**config.mk**
```make
export PLATFORM = sky130hd
export DESIGN_NAME = gen_ce_multi
export DESIGN_NICKNAME = d
export VERILOG_FILES = /design/src/rtl/gen_ce_multi.sv
export SDC_FILE = /design/constraint.sdc
export NUM_CORES = 1
export LEC_CHECK = 0
export BUFFER_PORTS_ARGS = -buffer_cell sky130_fd_sc_hd__buf_2
export CAP_MARGIN = 20
export CORE_ASPECT_RATIO = 0.5
export CORE_MARGIN = 3
export CORE_UTILIZATION = 40
export DETAILED_ROUTE_END_ITERATION = 10
export PLACE_DENSITY = 0.6
export SYNTH_ARGS = -nofsm -noshare
export SYNTH_HDL_FRONTEND = slang
export SYNTH_SLANG_ARGS = --single-unit
export TNS_END_PERCENT = 30
```
**constraint.sdc**
```tcl
create_clock -name clk -period 3.51 [get_ports clk]
set_clock_uncertainty 0.05 [all_clocks]
set_input_delay 0.8775 -clock clk [delete_from_list [all_inputs] [get_ports clk]]
set_output_delay 0.8775 -clock clk [all_outputs]
set_load 0.005 [all_outputs]
```
**src/rtl/gen_ce_multi.sv**
```systemverilog
// Mode-selectable clock-enable prescaler feeding a cascade of fixed-ratio stages.
// A full cascade carry ripples combinationally, so every stage can fire in the same cycle.

module gen_ce_stage #(
    parameter int RATIO = 10
) (
    input  logic clk,
    input  logic R_n,
    input  logic clr,
    input  logic pulse_in,
    output logic pulse_out
);
    localparam int SW = $clog2(RATIO);
    localparam logic [SW-1:0] LAST = SW'(RATIO - 1);

    logic [SW-1:0] s;

    assign pulse_out = pulse_in & (s == LAST);

    always_ff @(posedge clk or negedge R_n) begin
        if (!R_n)          s <= '0;
        else if (clr)      s <= '0;
        else if (pulse_in) s <= (s == LAST) ? '0 : s + 1'b1;
    end
endmodule

module gen_ce_multi #(
    parameter int DIV0       = 5000000,
    parameter int DIV1       = 50000000,
    parameter int DIV2       = 50000,
    parameter int DIV3       = 1,
    parameter int WIDTH      = 26,
    parameter int NUM_STAGES = 3,
    parameter int RATIO      = 10
) (
    input  logic                  clk,
    input  logic                  R_n,
    input  logic                  en,
    input  logic                  clr,
    input  logic [1:0]            mode,
    output logic                  ce_base,
    output logic [NUM_STAGES-1:0] ce_stage,
    output logic [WIDTH-1:0]      cnt,
    output logic [1:0]            mode_act
);
    localparam logic [63:0] LIM = 64'd1 << WIDTH;

    if (64'(DIV0) > LIM || 64'(DIV1) > LIM || 64'(DIV2) > LIM || 64'(DIV3) > LIM) begin : g_div_chk
        $error("gen_ce_multi: a divisor minus one does not fit in WIDTH bits");
    end
    if (NUM_STAGES < 1 || NUM_STAGES > 8) begin : g_stg_chk
        $error("gen_ce_multi: NUM_STAGES out of range 1..8");
    end
    if (RATIO < 2 || RATIO > 256) begin : g_ratio_chk
        $error("gen_ce_multi: RATIO out of range 2..256");
    end

    // Divisors 0 and 1 both reload zero, giving a pulse on every enabled cycle.
    function automatic logic [WIDTH-1:0] load_of(input int div);
        return (div <= 1) ? '0 : WIDTH'(div - 1);
    endfunction

    localparam logic [3:0][WIDTH-1:0] LOAD = {load_of(DIV3), load_of(DIV2),
                                              load_of(DIV1), load_of(DIV0)};

    assign ce_base = R_n & en & ~clr & (cnt == '0);

    always_ff @(posedge clk or negedge R_n) begin
        if (!R_n) begin
            cnt      <= '0;
            mode_act <= 2'd0;
        end else if (clr) begin
            cnt      <= '0;
            mode_act <= mode;
        end else if (en) begin
            if (cnt == '0) begin
                cnt      <= LOAD[mode];
                mode_act <= mode;
            end else begin
                cnt <= cnt - 1'b1;
            end
        end
    end

    for (genvar i = 0; i < NUM_STAGES; i++) begin : g_stage
        logic p_in;
        logic p_out;
        if (i == 0) begin : g_first
            assign p_in = ce_base;
        end else begin : g_next
            assign p_in = g_stage[i-1].p_out;
        end
        gen_ce_stage #(.RATIO(RATIO)) u_stage (
            .clk      (clk),
            .R_n      (R_n),
            .clr      (clr),
            .pulse_in (p_in),
            .pulse_out(p_out)
        );
        assign ce_stage[i] = p_out;
    end
endmodule
```
## Word level (Yosys, flattened, before mapping)

Index checks and enable logic that the tools add are counted.
Widths: inputs -> output; s select.

- Add/subtract/negate cells: 4
- Order comparisons: 1
- Eq/ne operators: 3
- Mux-type cells: 17
- Bitwise operators: 7
- Reduce and logical (&&, ||, !) cells: 7

Operator list:

| operator | count |
|---|---|
| $mux 26 | 4 |
| $bmux 26 s2 | 1 |
| $mux 4 | 9 |
| $logic_not 26->1 | 1 |
| $sub 26x1->26 const B | 1 |
| $add 4x1->4 const B | 3 |
| $eq 4x4->1 const B | 3 |
| $reduce_bool 2->1 | 5 |
| $and 1x1->1 | 6 |
| $mux 2 | 3 |
| $lt 2x3->1 const B | 1 |
| $reduce_and 2->1 | 1 |
| $not 1->1 | 1 |

- Bits in registers: 40
- Output and inout bits: 32
- Word-level logic and storage cells: 44

## Depth between registers and ports, before layout

- Depth after elaboration: 7
- Gate-level depth with buffers: 9
- Gate-level depth less buffers: 8

## By module

Synthesis repeated with hierarchy kept, for this count alone.

- Cells, all modules: 288
- Area, all modules: 2,571.2 um^2

Modules (own cells, without submodules):

| module | instances | cells each | area an instance (um^2) | seq. area each (um^2) |
|---|---|---|---|---|
| gen_ce_multi | 1 | 210 | 1,846.8 | 700.7 |
| gen_ce_stage | 3 | 26 | 241.5 | 100.1 |

## Worst setup path after synthesis

Ideal clock, no wire load.

- Kind: input-to-output
- From: in clr
- To: out ce_stage[2]
- Arrival time: 2.054 ns
- Setup slack: 0.528 ns
- Cell stages on the path: 6
- Path through: buf_6 and3b_2 nand4_2 nor4_2 and2_1 buf_4

- Word-level cells in the longest chain between the ends: 6

RTL lines:

| item | line | text |
|---|---|---|
| start, declared | 39 | `input logic clr,` |
| $not 1->1 | 66 | `assign ce_base = R_n & en & ~clr & (cnt == '0);` |
| $and 1x1->1 (2 in series) | 66 |  |
| $and 1x1->1 (2 in series) | 18 | `assign pulse_out = pulse_in & (s == LAST);` |
| via g_stage[1].p_out | 87 | `logic p_out;` |
| $and 1x1->1 | 18 |  |
| end, declared | 42 | `output logic [NUM_STAGES-1:0] ce_stage,` |

The timed path passes the listed nets, and every way through them passes these cells.

## Worst setup path in the final report

- From: reg cnt[0]
- To: out ce_stage[0]

- Word-level cells in the longest chain between the ends: 3

RTL lines:

| item | line | text |
|---|---|---|
| start, declared | 43 | `output logic [WIDTH-1:0] cnt,` |
| start signal, assigned | 77 | `cnt <= LOAD[mode];` |
| start signal, assigned | 80 | `cnt <= cnt - 1'b1;` |
| $logic_not 26->1 | 66 |  |
| $and 1x1->1 | 66 |  |
| $and 1x1->1 | 18 |  |

Every way passes these cells.

==> impl_metrics.py <==
metrics = {
    "worst_setup_path": {
        "crit_path_max_fanout": 9,
        "arrival_ps": 2420,
        "crit_path_start_kind": "flip-flop",
        "slowest_stage": "or3_1",
        "cp_data_required_time_ps": 2580,
        "worstPathCellList": "inv_1 -> ha_1 -> nor3b_4 -> nand4_4 -> or3_1 -> inv_1 -> buf_2",
        "slowest_delay_ps": 550,
        "r2r_slack_ps": 860,
        "r2r_end": "cnt[15]$_DFFE_PN0P_",
        "endpoint_kind": "primary output",
        "timing.rr.start": "cnt[2]$_DFFE_PN0P_",
        "crit_type": "reg2out",
        "path_common_cell": "inv_1",
        "rr_worst_depth": 5,
    },
    "global_routing": {
        "gr-usage-met3_pct": 4.07,
        "met1_usage_pct": 27.5,
        "top_usage_layer": "met2",
        "grt_max_degree": 41,
        "grt_pass1_vias": 2321,
        "grt_usage_pct": 19.4,
        "use_met2_pct": 29.0,
        "grt_pass1_wl_um": 11700,
        "grt-ovfl-total": 0,
        "antenna_found_initial": 0,
    },
    "synthesis": {
        "synth_fa_ha_area_share_pct": 4.38,
        "postSynthRegisterBits": 40,
        "synth_nets": 291,
        "synth_flop_cell": "dfrtp_1",
        "ys_warn_count": 0,
        "netlist_area_sq_um": 2570,
        "synth_cell_type_count": 62,
        "syn_avg_cell_area_sq_um": 9.31,
        "synth_top_family_by_area": "simple AND/OR/NAND/NOR gates",
        "synth_compound_area_share_pct": 20.6,
        "seq_area_frac_synth_pct": 38.9,
        "yosys.area_share.xor_xnor_pct": 0.341,
        "synthArstFlopShare_pct": 100,
        "yosys.area_share.simple_pct": 26.7,
        "synth-edff-count": 0,
        "syn_inst": 276,
        "synth.mux.area_fraction_pct": 4.04,
    },
    "cells_and_area": {
        "n_antenna_cell": 0,
        "syn_to_final_growth_pct": 17.5,
        "fin_nets": 333,
        "fillers": 547,
        "stdcell_count": 403,
        "fin_util_pct": 51.8,
        "drive_above_1_share_pct": 22.6,
    },
    "clock_tree": {
        "cts_buffers": 5,
        "postCtsSetupBuffers": 0,
        "cts.repair.resized": 0,
        "cts_hold_buf": 0,
        "clkSinkCount": 40,
        "h-tree-depth": 2,
        "cts_tree": "yes",
        "root_buffer": "clkbuf_16",
        "cts_buffer_depth": 2,
        "clk_pin_slew_ps": 60,
        "clk_latency_ps": 280,
    },
    "sta": {
        "fin_crit_ps": 3350,
        "maxSlewHeadroom_pct": 50.6,
        "setup_viol": 0,
        "fin_setup_tns_ps": 0,
        "layout_worst_path_cycle_share_pct": 95.3,
        "fmax_mhz": 299,
        "worst_slew_pin_slew_ps": 739,
        "drv_slew": 0,
        "rsz0062_at_grt": "false",
        "hold_viol_final": 0,
    },
    "run_status": {
        "run_status": "finished clean",
    },
    "drt": {
        "wl_per_cell_um": 17.3,
        "via_per_inst": 5.93,
        "drtIter0Drc": 195,
        "wl_um": 6960,
        "drc": 0,
        "via_count": 2390,
        "ant_nets": 0,
        "first_pass_iters": 4,
    },
    "die": {
        "start_util_pct": 44.1,
        "die_x_um": 119,
        "num_rows": 19,
        "core_area_sq_um": 5820,
        "io-pin-count": 38,
        "die_area_sq_um": 7480,
        "die_h_um": 62.7,
    },
    "placed_design": {
        "dp_cells": 395,
        "io_buffers": 37,
        "gp_congestion": 0.888,
        "place_hpwl_um": 4880,
    },
    "min_path": {
        "hold_start": "mode_act[0]$_DFFE_PN0P_",
        "holdPathEnd": "mode_act[0]$_DFFE_PN0P_",
        "min_path_cells": 1,
        "hp-class": "reg2reg",
    },
    "pwr": {
        "total_power_mw": 2.66,
        "p_per_area_nw_per_um2": 882,
        "leakagePower_nw": 1.38,
        "vdd_drop_max_uv": 337,
    },
    "flow_run": {
        "cap_viol_max_count": 0,
    },
}
==> cells in the mapped netlist, types with 3 or more instances <==
| cell type | count | area share (%) |
|---|---|---|
| and2_1 | 5 | 1.2 |
| nand2_1 | 23 | 3.4 |
| a22oi_1 | 3 | 0.88 |
| nand3_1 | 7 | 1.4 |
| o21ai_0 | 15 | 2.9 |
| mux2_2 | 3 | 1.3 |
| or4_1 | 8 | 2.3 |
| nor4_1 | 3 | 0.73 |
| nor2_1 | 26 | 3.8 |
| o41ai_1 | 3 | 1.0 |
| a21oi_1 | 14 | 2.7 |
| nor3_1 | 9 | 1.8 |
| o22ai_1 | 3 | 0.73 |
| mux2i_1 | 7 | 2.7 |
| nor4_2 | 3 | 1.5 |
| or3_1 | 6 | 1.5 |
| clkbuf_1 | 4 | 0.58 |
| buf_4 | 3 | 0.88 |
| a32o_1 | 3 | 1.2 |
| dfrtp_1 | 40 | 39 |
| o31ai_1 | 7 | 2.0 |
| a21o_1 | 3 | 0.88 |
| a22o_1 | 5 | 1.7 |
| ha_1 | 9 | 4.4 |
| inv_1 | 14 | 2.0 |
==> through the flow <==
stage	hold WS, ps	cell area, sq um	setup WS [ps]
floorplan	454	2570	528
global placement	437	2860	526
detailed placement	438	2860	500
CTS	463	3020	168
global route	489	3020	12.5
finish	459	3020	164
==> layout make-up <==
class / count / area (sq um) / area share (%)
Timing Repair Buffer: 46 / 253 / 8.37
Sequential cell: 40 / 1000 / 33.2
Multi-Input combinational cell: 210 / 1440 / 47.7
Tap cell: 84 / 105 / 3.48
Inverter: 15 / 56.3 / 1.86
Clock buffer: 6 / 129 / 4.27
Clock inverter: 2 / 35.0 / 1.16
==> logic make-up after synthesis <==
family                   Yosys count
buffers and inverters             26
adder cells (fa/ha/maj)            9
XOR/XNOR                           1
AND/OR/NAND/NOR                  114
multiplexers                      10
flip-flops                        40
AO/OA/AOI/OAI                     76
==> worst max-delay path: cells and delay by family (launching register included) <==
family	cells	cell delay, ps
buffers and inverters	3	380
AND/OR/NAND/NOR	3	1130
flip-flops	1	400
adder cells (fa/ha/maj)	1	210
==> power by group <==
part / internal (mW) / switching, mW
clock network: 0.334 / 0.184
registers: 0.571 / 0.166
logic: 0.547 / 0.862
==> registers in the layout (all words and copies together) (netlist names) <==
name and flops:
cnt 26, g_stage.u_stage.s 12, mode_act 2
==> worst max path at each step <==
stage                        from     endpoint  slack (ps)  cells past startpoint
6_report       cnt[0]$_DFFE_PN0P_  ce_stage[0]         160                      7
5_1_grt        cnt[0]$_DFFE_PN0P_  ce_stage[0]          10                      7
4_1_cts        cnt[0]$_DFFE_PN0P_  ce_stage[0]         170                      7
3_5_place_dp   cnt[0]$_DFFE_PN0P_  ce_stage[0]         500                      7
3_3_place_gp                  clr  ce_stage[0]         530                      6
2_1_floorplan                 clr  ce_stage[2]         530                      6
==> cell usage in the layout (no fill, tap or decap), types with 5 or more instances in the layout <==
cell type and n:
a21oi_1 14, a22o_1 5, and2_1 5, buf_2 37, buf_4 9, clkbuf_16 5
dfrtp_1 40, ha_1 9, inv_1 14, mux2i_1 7, nand2_1 23, nand3_1 7
nor2_1 26, nor3_1 9, o21ai_0 15, o31ai_1 7, or3_1 6, or4_1 8
==> routing by layer <==
metal	up-vias	share of wire (%)	routed length, um
li1	1135	-	-
met1	1158	48	3370
met2	85	44	3070
met3	12	5.8	405
met4	0	1.6	114
met5	-	0	0
(Power assumes the default switching activity.)
